File: config.mk
export PLATFORM = sky130hd
export DESIGN_NAME = iq_tune_ctrl_flat
export DESIGN_NICKNAME = d
export VERILOG_FILES = /design/src/rtl/iq_tune_ctrl_if.sv /design/src/rtl/iq_tune_ctrl.sv /design/src/flat_wrapper.sv
export SDC_FILE = /design/constraint.sdc
export NUM_CORES = 1
export LEC_CHECK = 0
export ABC_CLOCK_PERIOD_IN_PS = 10500
export BUFFER_PORTS_ARGS = -buffer_cell sky130_fd_sc_hd__buf_2
export CORE_AREA = 4 4 122 124
export DETAILED_ROUTE_END_ITERATION = 8
export DIE_AREA = 0 0 126 128
export HOLD_SLACK_MARGIN = 0.05
export PLACE_DENSITY = 0.87
export SLEW_MARGIN = 20
export SYNTH_ARGS = -nofsm -noshare
export SYNTH_HDL_FRONTEND = slang
export SYNTH_SLANG_ARGS = --single-unit
File: constraint.sdc
create_clock -name clk_in -period 10.5 [get_ports clk_in]
set_clock_uncertainty 0.15 [all_clocks]
set_input_delay 1.05 -clock clk_in [delete_from_list [all_inputs] [get_ports clk_in]]
set_output_delay 1.05 -clock clk_in [all_outputs]
set_load 0.01 [all_outputs]
File: src/rtl/iq_tune_ctrl_if.sv
// rtl/iq_tune_ctrl_if.sv - retune request channel between a tuning master and iq_tune_ctrl
interface iq_tune_ctrl_if #(
    parameter int CH_BITS = 6
);
    logic               req_valid;
    logic [CH_BITS-1:0] req_ch;
    logic               req_ready;
    logic               ch_err;

    modport master (
        output req_valid,
        output req_ch,
        input  req_ready,
        input  ch_err
    );

    modport slave (
        input  req_valid,
        input  req_ch,
        output req_ready,
        output ch_err
    );
endinterface

File: src/rtl/iq_tune_ctrl.sv
// rtl/iq_tune_ctrl.sv - channel retune sequencer: LO word calc, demod flush, settle and lock
module iq_tune_ctrl #(
    parameter int CH_BITS    = 6,
    parameter int CH_MAX     = 40,
    parameter int FLUSH_CYC  = 4,
    parameter int SETTLE_CYC = 256
) (
    input  logic               clk_in,
    input  logic               RST,
    input  logic [31:0]        base_fre,
    input  logic [31:0]        step_fre,
    iq_tune_ctrl_if.slave      req,
    output logic [31:0]        LO_fre,
    output logic               demod_rst,
    output logic               out_en,
    output logic               locked,
    output logic [CH_BITS-1:0] cur_ch
);
    typedef enum logic [2:0] {
        IDLE   = 3'd0,
        CALC   = 3'd1,
        FLUSH  = 3'd2,
        SETTLE = 3'd3,
        LOCKED = 3'd4
    } state_t;

    localparam logic [CH_BITS-1:0] CH_LIMIT    = CH_BITS'(CH_MAX);
    localparam logic [15:0]        FLUSH_LAST  = 16'(FLUSH_CYC - 1);
    localparam logic [15:0]        SETTLE_LAST = 16'(SETTLE_CYC - 1);

    state_t             state, state_nxt;
    logic [15:0]        cnt, cnt_nxt;
    logic [CH_BITS-1:0] ch_lat;
    logic               lat_ch;
    logic               err_nxt, ch_err_q;
    logic               armed;
    logic               ready;
    logic               handshake;
    logic [31:0]        calc_fre;

    assign calc_fre      = base_fre + 32'(ch_lat) * step_fre;
    assign handshake     = req.req_valid & ready;
    assign req.req_ready = ready;
    assign req.ch_err    = ch_err_q;

    // armed keeps req_ready low until the first clock edge after reset release
    always_ff @(posedge clk_in or posedge RST) begin
        if (RST) begin
            state    <= IDLE;
            cnt      <= 16'd0;
            ch_lat   <= '0;
            LO_fre   <= 32'd0;
            cur_ch   <= '0;
            ch_err_q <= 1'b0;
            armed    <= 1'b0;
        end else begin
            state    <= state_nxt;
            cnt      <= cnt_nxt;
            ch_err_q <= err_nxt;
            armed    <= 1'b1;
            if (lat_ch) begin
                ch_lat <= req.req_ch;
            end
            if (state == CALC) begin
                LO_fre <= calc_fre;
                cur_ch <= ch_lat;
            end
        end
    end

    always_comb begin
        state_nxt = state;
        cnt_nxt   = cnt;
        err_nxt   = 1'b0;
        lat_ch    = 1'b0;
        ready     = 1'b0;
        demod_rst = 1'b0;
        out_en    = 1'b0;
        locked    = 1'b0;
        case (state)
            IDLE, LOCKED: begin
                ready = armed;
                if (state == IDLE) begin
                    demod_rst = 1'b1;
                end else begin
                    out_en = 1'b1;
                    locked = 1'b1;
                end
                if (handshake) begin
                    if (req.req_ch <= CH_LIMIT) begin
                        lat_ch    = 1'b1;
                        state_nxt = CALC;
                        cnt_nxt   = 16'd0;
                    end else begin
                        err_nxt = 1'b1;
                    end
                end
            end
            CALC: begin
                state_nxt = FLUSH;
                cnt_nxt   = 16'd0;
            end
            FLUSH: begin
                demod_rst = 1'b1;
                if (cnt == FLUSH_LAST) begin
                    state_nxt = SETTLE;
                    cnt_nxt   = 16'd0;
                end else begin
                    cnt_nxt = cnt + 16'd1;
                end
            end
            SETTLE: begin
                if (cnt == SETTLE_LAST) begin
                    state_nxt = LOCKED;
                    cnt_nxt   = 16'd0;
                end else begin
                    cnt_nxt = cnt + 16'd1;
                end
            end
            default: begin
                state_nxt = IDLE;
                cnt_nxt   = 16'd0;
            end
        endcase
    end
endmodule
File: src/flat_wrapper.sv
// flat-port wrapper written by rule: the top's interface ports become plain ports
module iq_tune_ctrl_flat 
#(
    parameter int CH_BITS    = 6,
    parameter int CH_MAX     = 40,
    parameter int FLUSH_CYC  = 4,
    parameter int SETTLE_CYC = 256
)
  (clk_in, RST, base_fre, step_fre, LO_fre, demod_rst, out_en, locked, cur_ch, req_req_valid, req_req_ch, req_req_ready, req_ch_err);
  iq_tune_ctrl_if #(.CH_BITS(CH_BITS)) req_i ();
  input  logic clk_in;
  input  logic RST;
  input  logic [31:0] base_fre;
  input  logic [31:0] step_fre;
  output logic [31:0] LO_fre;
  output logic demod_rst;
  output logic out_en;
  output logic locked;
  output logic [CH_BITS-1:0] cur_ch;
  input wire logic [$bits(req_i.req_valid)-1:0] req_req_valid;
  input wire logic [$bits(req_i.req_ch)-1:0] req_req_ch;
  output wire logic [$bits(req_i.req_ready)-1:0] req_req_ready;
  output wire logic [$bits(req_i.ch_err)-1:0] req_ch_err;
  assign req_i.req_valid = req_req_valid;
  assign req_i.req_ch = req_req_ch;
  assign req_req_ready = req_i.req_ready;
  assign req_ch_err = req_i.ch_err;
  iq_tune_ctrl #(.CH_BITS(CH_BITS), .CH_MAX(CH_MAX), .FLUSH_CYC(FLUSH_CYC), .SETTLE_CYC(SETTLE_CYC)) u_core (.clk_in(clk_in), .RST(RST), .base_fre(base_fre), .step_fre(step_fre), .req(req_i), .LO_fre(LO_fre), .demod_rst(demod_rst), .out_en(out_en), .locked(locked), .cur_ch(cur_ch));
endmodule
==> summary.txt, run 1 <==
Routing
  – Total detailed-routing wirelength: 20.3 mm
  – Routed WL per cell: 16.4 um
  – Met3 wire len: just over 1 mm
  – Met2 WL: 10.4 mm
  – WL met1: 8.43 mm
  – Vias: 6873
  – Final ANT Viol Nets: 0
  – First-pass DRT Iterations: 5
  – Initial DRC Count: between 500 and 600
  – Vias per std cell: 5.55
  – DRC: 0
  – Top sig layer: met4

Critical path
  – Worst setup EP type: register
  – Arrival @ worst endpoint: 5760 ps
  – Kind of critical path: reg2reg
  – Required @ worst endpoint: 10570 ps
  – Crit path max fanout: 28
  – Flop2flop setup slack: 4800 ps
  – Startpoint types: register

Floorplan
  – Initial cell density of the core: 0.641
  – Core area: ~14000 sq um
  – Die W: 126 um
  – Ports: around 120
  – Die Area: about 16000 sq um
  – Die height: 128 um
  – Rows: 43

Global routing
  – Total GRT Usage: 0.263
  – Number of global-route vias before repair: 7091
  – Largest net degree at the start of global routing: 66
  – Global-route wire length before repair: 34.3 mm
  – Initial antenna violation count: 0
  – GRT overflow: 0

Timing
  – Max-slew violations: 0
  – Slew @ Worst Pin: 956 ps
  – Fin crit share: 0.543
  – Minimum clock period: 5700 ps
  – Relative slew slack: 0.363
  – Fin Hold WS: 323 ps
  – Max Fclk: 175 MHz
  – Final TNS setup: 0 ps
  – Setup Viol. Count Final: 0
  – RSZ-0062 raised after global routing: no
  – Final Hold Fails: 0

Synthesis
  – Synthesis Warnings: 0
  – Syn_nets: 1206
  – Netlist cell types: roughly 60
  – Sequential area share after synthesis: 0.184
  – Syn Area/Cell: 9.23 sq um
  – Post-synth top area share: 0.311
  – Synth top area cells: fa_1 31%, dfrtp_1 18%, and2_1 10%
  – Post-synthesis cell count: between 900 and 1k
  – FF+latch count, synth: 65
  – Post-synth EDFFs: 0
  – Mapped Area: 8820 sq um
  – Main synth FF type: dfrtp_1
  – Fraction of registers with async set/reset: 1.00
  – Largest area contributor in the synthesized netlist: fa_1

Hold path
  – Hold Path Class: reg2reg

Clock tree
  – H-Tree Depth: 3
  – Hold-fix buffers at CTS: 0
  – Skew-Pair Late Insertion Delay: between 300 and 400 ps
  – Clock Path Buffers: 2
  – Clk slew on worst S/H paths: 60 ps
  – Num CTS Buffers: 9
  – CTS root buffer: clkbuf_16
  – Postcts setup bufs: 0
  – CTS resizes: 0
  – CTS tree: done
  – Clock sink total: 65

Layout
  – Finished Cell Area: 9870 sq um
  – Share of cells above drive strength 1: 0.157
  – Nets: 1303
  – Area Overhead vs Synth: 11.9%
  – Ant. Diodes: 0
  – Commonest cells after routing, fill and taps aside: 158 x inv_1, 144 x and2_1, 137 x fa_1, 115 x buf_2, 85 x nand2_1
  – Commonest non-fill, non-tap cell in the layout: inv_1

Placed design
  – Placed Area: between 9000 and 10000 sq um
  – DP HPWL: between 15 and 20 mm
  – Final RePlAce weighted congestion: 0.888
  – I/O Buffers: 115

Flow run
  – Max-cap violation count: 0

Run status
  – Status: completed
-- state kept, by name, summed over array words and instances, names as in the netlist --
register and count:
u_core.req.ch_err 1, u_core.ch_lat 6, u_core.cnt 16, u_core.LO_fre 32, u_core.cur_ch 6, u_core.armed 1, u_core.state 3
-- kinds of logic (layout without fill, tap and decap cells) --
kind of cell,after synthesis,count (layout),share of synthesized area
other cells,1,1,0.000425
mux,14,14,0.0177
fa+ha+maj,177,177,0.368
compound gates,143,143,0.104
simple gates,314,314,0.194
xor+xnor,48,48,0.0476
buf+inv,194,296,0.0845
flops,65,65,0.184
-- final timing paths --
| check | from | end | cells past startpoint |
|---|---|---|---|
| worst max-delay path | u_core.ch_lat[5] | u_core.LO_fre[26] | 16 |
| max in group asynchronous | RST | u_core.ch_lat[1] | 3 |
| min in group asynchronous | RST | u_core.LO_fre[15] | 3 |
| worst min-delay path | u_core.LO_fre[11] | u_core.LO_fre[11] | 2 |
| worst max register to register | u_core.ch_lat[5] | u_core.LO_fre[26] | 16 |
| worst min register to register | u_core.LO_fre[11] | u_core.LO_fre[11] | 2 |
-- Yosys cell counts, types with 2 or more instances --
master,instances
a211oi_1,5
a21o_1,13
a21oi_1,26
a31oi_1,5
and2_1,144
and3_1,9
and4_1,2
buf_2,2
buf_4,2
clkbuf_1,30
dfrtp_1,65
fa_1,137
ha_1,40
inv_1,159
mux2_2,13
nand2_1,85
nand2b_1,5
nand3_1,18
nand4_1,4
nor2_1,28
nor2b_1,2
nor3_1,2
nor3b_1,2
nor4_1,4
nor4_4,2
o211ai_1,3
o21a_1,4
o21ai_0,41
o21ai_1,19
o21ai_2,2
o21bai_1,4
o31ai_1,3
or3_1,2
xnor2_1,25
xor2_1,23
-- critical path: stages, from the launching register on --
cell      delay [ps]
dfrtp_1          960
and2_1           280
fa_1             450
fa_1             530
fa_1             540
inv_1             50
fa_1             500
inv_1             40
ha_1             350
o21a_1           210
o21ai_0          370
nor4_4            90
nor4_4           340
o31ai_4          150
a221oi_2         300
xor2_1           160
o21ai_1           70
-- cell type report --
cell class,instances,area [sq um]
clock inverters,7,126
well taps,180,225
inverters,159,597
repair buffers,121,621
multi-input cells,697,6450
fillers,1085,3900
flip-flops and latches,65,1630
clock buffers,9,225
-- metal layers --
layer  GRT usage  vias up
met4      0.0858        0
met5           0        -
met1       0.347     3391
li1            -     3188
met3      0.0246       43
met2       0.462      251
-- through the flow --
step / util / setup WS (ps) / std cells
after floorplan: - / 5050 / 956
after global placement: 0.691 / 4730 / 1222
after detailed placement: 0.691 / 4650 / 1222
after CTS: 0.717 / 4710 / 1238
after global routing: 0.717 / 4610 / 1238
final: 0.717 / 4800 / 1238
Power of run 1 is left out: the tool's default activity adds up to more than one toggle a clock period on the data nets, which glitch-free logic cannot reach.
==> inputs of run 2 (changes only) <==
--- a/config.mk
+++ b/config.mk
@@ -5,13 +5,13 @@
 export SDC_FILE = /design/constraint.sdc
 export NUM_CORES = 1
 export LEC_CHECK = 0
-export ABC_CLOCK_PERIOD_IN_PS = 10500
+export ABC_CLOCK_PERIOD_IN_PS = 5500
 export BUFFER_PORTS_ARGS = -buffer_cell sky130_fd_sc_hd__buf_2
-export CORE_AREA = 4 4 122 124
+export CORE_AREA = 4 4 127 129
 export DETAILED_ROUTE_END_ITERATION = 8
-export DIE_AREA = 0 0 126 128
+export DIE_AREA = 0 0 131 133
 export HOLD_SLACK_MARGIN = 0.05
-export PLACE_DENSITY = 0.87
+export PLACE_DENSITY = 0.81
 export SLEW_MARGIN = 20
 export SYNTH_ARGS = -nofsm -noshare
 export SYNTH_HDL_FRONTEND = slang
==> constraint.sdc (replaced) <==
create_clock -name clk_in -period 5.5 [get_ports clk_in]
set_clock_uncertainty 0.15 [all_clocks]
set_input_delay 0.55 -clock clk_in [delete_from_list [all_inputs] [get_ports clk_in]]
set_output_delay 0.55 -clock clk_in [all_outputs]
set_load 0.01 [all_outputs]
==> run 2 against run 1 <==
Effect of this change: wire length fell by 2.6%; design area increased by 2.1%; sequential share of layout area is 0.29 points lower; setup slack worse by 4600 ps; die area is 8.0% higher; via count shrank 1.6%; first-iteration DRC count shrank 38%; non-clock buffer count is 21 higher; core utilization decreased by 4.6 points; global-route usage is 2.4 points lower; register-to-register slack got worse by 4600 ps; critical endpoint unchanged.
==> summary.txt, run 2 (same netlist as run 1, synthesis figures left out) <==
Critical path
  – Largest stage delay, worst path: 540 ps
  – Kind of critical path: reg2reg
  – Critical R2R Capture: u_core.LO_fre[26]
  – Crit-path leading delay family: adder cells
  – Worst reg2reg path depth: 17
  – WP buf/inv: 3
  – Worst flop-to-flop path startpoint: u_core.ch_lat[5]
  – Number of cells on the critical path: 17
  – Crit path max fanout: 7
  – Crit-path slowest cell: fa_1
  – Worst setup EP type: register
  – Most used cell, CP: fa_1
  – Startpoint types: register
  – Required @ worst endpoint: 5560 ps
  – Arrival @ worst endpoint: 5310 ps
  – Worst setup path startpoint: u_core.ch_lat[5]
  – CP Cell Sequence: buf_4 > and2_1 > fa_1 > fa_1 > fa_1 > inv_1 > fa_1 > inv_1 > ha_1 > a21oi_2 > nor2_1 > a211o_1 > nor4_4 > o31ai_4 > a221oi_2 > xor2_1 > o21ai_1
  – Flop2flop setup slack: 250 ps

Timing
  – Setup Viol. Count Final: 0
  – Fin crit share: 0.955
  – Max-slew violations: 0
  – Final TNS setup: 0 ps
  – Relative slew slack: 0.443
  – Minimum clock period: 5250 ps
  – Max Fclk: 190 MHz
  – Slew @ Worst Pin: 835 ps
  – Final Hold Fails: 0
  – Setup ws final: 250 ps

Placed design
  – Placed Area: 9700 sq um
  – Pre-CTS setup slack: 198 ps
  – Dpl cells: 1249
  – DP HPWL: 16.3 mm
  – I/O Buffers: 115
  – Final RePlAce weighted congestion: 0.915

Routing
  – WL met1: 8.76 mm
  – Vias: 6766
  – Initial DRC Count: roughly 350
  – Total detailed-routing wirelength: 19.7 mm
  – Top sig layer: met4
  – Met3 wire len: 971 um
  – DRC: 0
  – Met2 WL: 9.63 mm
  – First-pass DRT Iterations: 5
  – Vias per std cell: 5.34
  – Final ANT Viol Nets: 0
  – Routed WL per cell: 15.6 um

Floorplan
  – Die W: 131 um
  – Ports: 116
  – Die Area: 17400 sq um
  – Initial cell density of the core: 0.587
  – Core area: 15000 sq um
  – Rows: 45
  – Die height: 133 um

Clock tree
  – Num CTS Buffers: 9
  – CTS tree: done
  – Skew-Pair Late Insertion Delay: 330 ps
  – H-Tree Depth: 3
  – Clock Path Buffers: 2
  – Clock sink total: 65
  – CTS root buffer: clkbuf_16
  – Clk slew on worst S/H paths: 60 ps

Global routing
  – Initial antenna violation count: 0
  – Number of global-route vias before repair: a little under 7k
  – Global-route wire length before repair: 33.5 mm
  – GRT overflow: 0
  – Largest net degree at the start of global routing: between 60 and 70
  – Total GRT Usage: 0.239

Layout
  – Area Overhead vs Synth: 14.3%
  – Finished Cell Area: 10100 sq um
  – Post-Layout Cell Count: 1267
  – Share of cells above drive strength 1: 0.183
  – Commonest non-fill, non-tap cell in the layout: inv_1
  – Nets: 1324
  – Ant. Diodes: 0
  – Commonest cells after routing, fill and taps aside: 158 x inv_1, 144 x and2_1, 137 x fa_1, 115 x buf_2, 85 x nand2_1
  – Max reg flops: 32
  – Top reg by flops: u_core.LO_fre
  – Largest registers: u_core.LO_fre (32), u_core.cnt (16)

Flow run
  – Max-cap violation count: 0

Run status
  – Status: completed

Hold path
  – Hold Path Class: in2async
[run 2: changes by cell type in the layout (fill, tap and decap cells not counted), moves of 2 or more]
cell and delta:
a211oi_1 -2, a211oi_2 +2, buf_12 +2, buf_4 +18
dfrtp_1 -4, dfrtp_2 +4, ha_1 -3, ha_2 +2
[run 2: how the worst max path moves through the flow]
stage | end | slack [ps]
final | u_core.LO_fre[26] | 250
after floorplan | u_core.LO_fre[26] | 440
after detailed placement | u_core.LO_fre[26] | 200
after CTS | u_core.LO_fre[26] | 180
after global placement | u_core.LO_fre[26] | 270
after global routing | u_core.LO_fre[26] | -20
[run 2: cell type report]
class	count	area, sq um
clock inverter	7	101
fill	1226	4950
inverter	159	597
timing repair buffer	142	807
sequential	65	1630
clock buffer	9	225
tap	188	235
multi-input combinational	697	6480
[run 2: worst register-to-register path, cell delays in order, from the launching register on]
cell and delay (ps):
dfrtp_1 430, buf_4 190, and2_1 160, fa_1 500, fa_1 530, fa_1 540
inv_1 50, fa_1 500, inv_1 40, ha_1 350, a21oi_2 160, nor2_1 50
a211o_1 330, nor4_4 380, o31ai_4 150, a221oi_2 320, xor2_1 200, o21ai_1 80
[run 2: what timing repair did]
item                                   in CTS  in global routing
hold buffers                                0                  0
resized for setup                           0                 12
setup endpoints to repair                   0                  4
setup buffers                               0                  2
endpoints found under the hold margin       0                  0
[run 2: routing by layer]
metal | vias up | GRT usage
met5 | - | 0
met4 | 0 | 0.0691
met3 | 28 | 0.0379
met2 | 189 | 0.385
met1 | 3309 | 0.336
li1 | 3240 | -
[run 2: per-stage QoR]
stage / util / hold WS [ps]
6_report: 0.671 / 313
3_3_place_gp: 0.645 / 305
3_5_place_dp: 0.645 / 316
4_1_cts: 0.667 / 313
2_1_floorplan: - / 340
5_1_grt: 0.671 / 319
Power of run 2 is left out for the same reason.
==> inputs of run 3 (changes only) <==
--- a/config.mk
+++ b/config.mk
@@ -5,13 +5,13 @@
 export SDC_FILE = /design/constraint.sdc
 export NUM_CORES = 1
 export LEC_CHECK = 0
-export ABC_CLOCK_PERIOD_IN_PS = 5500
+export ABC_CLOCK_PERIOD_IN_PS = 6700
 export BUFFER_PORTS_ARGS = -buffer_cell sky130_fd_sc_hd__buf_2
-export CORE_AREA = 4 4 127 129
+export CORE_AREA = 4 4 122 124
 export DETAILED_ROUTE_END_ITERATION = 8
-export DIE_AREA = 0 0 131 133
+export DIE_AREA = 0 0 126 128
 export HOLD_SLACK_MARGIN = 0.05
-export PLACE_DENSITY = 0.81
+export PLACE_DENSITY = 0.87
 export SLEW_MARGIN = 20
 export SYNTH_ARGS = -nofsm -noshare
 export SYNTH_HDL_FRONTEND = slang
==> constraint.sdc (replaced) <==
create_clock -name clk_in -period 6.7 [get_ports clk_in]
set_clock_uncertainty 0.15 [all_clocks]
set_input_delay 0.67 -clock clk_in [delete_from_list [all_inputs] [get_ports clk_in]]
set_output_delay 0.67 -clock clk_in [all_outputs]
set_load 0.01 [all_outputs]
==> run 3 against run 2 <==
Effect of this change: count of clock-buffer cells in the layout stayed put; global-route usage grew 2.1 points; first-iteration DRC count increased by 35%; highest routed layer unchanged; register-to-register slack improved by 710 ps; cell count down 2.4%; critical path type unchanged; non-clock buffer count decreased by 22.
==> summary.txt, run 3 (same netlist as run 1, synthesis figures left out) <==
Run status
  – Status: completed

Clock tree
  – H-Tree Depth: 3
  – Skew-Pair Late Insertion Delay: 340 ps
  – Num CTS Buffers: 9
  – Hold-fix buffers at CTS: 0
  – Clock sink total: 65
  – Clock Path Buffers: 2
  – CTS resizes: 0
  – Postcts setup bufs: 0
  – Clk slew on worst S/H paths: ~60 ps
  – CTS tree: done
  – CTS root buffer: clkbuf_16

Floorplan
  – Core area: 13800 sq um
  – Die height: between 100 and 150 um
  – Initial cell density of the core: 0.641
  – Die W: about 130 um
  – Rows: 43
  – Ports: 116
  – Die Area: roughly 16000 sq um

Global routing
  – Number of global-route vias before repair: 7040
  – Initial antenna violation count: 0
  – Largest net degree at the start of global routing: 72
  – Total GRT Usage: 0.260
  – Global-route wire length before repair: 33.9 mm
  – GRT overflow: 0

Critical path
  – WP buf/inv: 2
  – Worst reg2reg path depth: 16
  – Crit path max fanout: 31
  – Kind of critical path: reg2reg
  – Most used cell, CP: fa_1
  – CP Cell Sequence: and2_1 > fa_1 > fa_1 > fa_1 > inv_1 > fa_1 > inv_1 > ha_1 > o21a_1 > o21ai_0 > nor4_4 > nor4_4 > o21bai_1 > a21oi_1 > xor2_1 > o21ai_1
  – Worst setup EP type: register
  – Startpoint types: register
  – Flop2flop setup slack: 960 ps
  – Largest stage delay, worst path: 990 ps
  – Crit-path leading delay family: adder cells
  – Crit-path slowest cell: dfrtp_1
  – Arrival @ worst endpoint: 5790 ps
  – Critical R2R Capture: u_core.LO_fre[18]
  – Worst flop-to-flop path startpoint: u_core.ch_lat[3]
  – Required @ worst endpoint: 6750 ps

Layout
  – Commonest non-fill, non-tap cell in the layout: inv_1
  – Commonest cells after routing, fill and taps aside: 158 x inv_1, 144 x and2_1, 137 x fa_1, 115 x buf_2, 85 x nand2_1
  – Area Overhead vs Synth: 11.2%
  – Post-Layout Cell Count: 1237
  – Top reg by flops: u_core.LO_fre
  – Max reg flops: 32
  – Ant. Diodes: 0
  – Share of cells above drive strength 1: 0.155
  – Nets: 1302
  – Largest registers: u_core.LO_fre (32), u_core.cnt (16)

Hold path
  – Hold depth: 2
  – Hold path start: u_core.LO_fre[7]
  – Hold Path Class: reg2reg
  – Worst hold path endpoint: u_core.LO_fre[7]

Placed design
  – Final RePlAce weighted congestion: roughly 0.84
  – DP HPWL: 15.8 mm
  – I/O Buffers: 115
  – Dpl cells: 1221

Timing
  – Final Hold Fails: 0
  – Max-slew violations: 0
  – Max Fclk: 174 MHz
  – Relative slew slack: 0.312
  – RSZ-0062 raised after global routing: no
  – Minimum clock period: 5740 ps
  – Slew @ Worst Pin: 1030 ps
  – Fin crit share: 0.857
  – Final TNS setup: 0 ps
  – Setup Viol. Count Final: 0

Routing
  – Routed WL per cell: 16.2 um
  – Vias per std cell: about 5.5
  – Final ANT Viol Nets: 0
  – DRC: 0
  – First-pass DRT Iterations: 5
  – Total detailed-routing wirelength: 20.0 mm
  – Vias: 6813
  – Initial DRC Count: 465

Flow run
  – Max-cap violation count: 0
-- run 3: cell count changes in the layout (fill, tap and decap cells not counted), moves of 3 or more --
cell / delta
buf_4: -19
ha_1: +3
dfrtp_1: +5
dfrtp_2: -5
-- run 3: how the worst max path moves through the flow --
stage	from	endpoint	slack, ps	depth (start not counted)
4_1_cts	u_core.ch_lat[3]	u_core.LO_fre[18]	1010	16
6_report	u_core.ch_lat[3]	u_core.LO_fre[18]	960	16
5_1_grt	u_core.ch_lat[3]	u_core.LO_fre[31]	620	16
3_5_place_dp	u_core.ch_lat[3]	u_core.LO_fre[18]	1020	16
2_1_floorplan	step_fre[1]	u_core.LO_fre[26]	1630	16
3_3_place_gp	u_core.ch_lat[0]	u_core.LO_fre[31]	1180	17
-- run 3: metal layers --
| layer | part of all wire | GRT usage |
|---|---|---|
| met4 | 0.026 | 0.0814 |
| met3 | 0.060 | 0.0471 |
| met5 | 0 | 0 |
| met1 | 0.43 | 0.353 |
| met2 | 0.48 | 0.430 |
-- run 3: tightest hold or removal path, stage by stage, from the launching register on --
cell and delay (ps):
dfrtp_1 330, nand2_1 50, o21ai_0 60
-- run 3: stage by stage --
stage          instance area [sq um]  utilization  setup slack [ps]  hold slack [ps]
6_report                        9820        0.713               960              321
5_1_grt                         9820        0.713               624              343
4_1_cts                         9820        0.713              1010              330
3_5_place_dp                    9510        0.691              1020              317
3_3_place_gp                    9510        0.691              1180              307
2_1_floorplan                   8820            -              1630              340
-- run 3: final cells by class --
| class | instances | area (sq um) |
|---|---|---|
| clock buffer | 9 | 225 |
| clock inverter | 7 | 77.6 |
| fill | 1053 | 3960 |
| inverter | 159 | 597 |
| multi-input combinational | 697 | 6450 |
| sequential | 65 | 1630 |
| tap | 180 | 225 |
| timing repair buffer | 120 | 613 |
Power of run 3 is left out for the same reason.
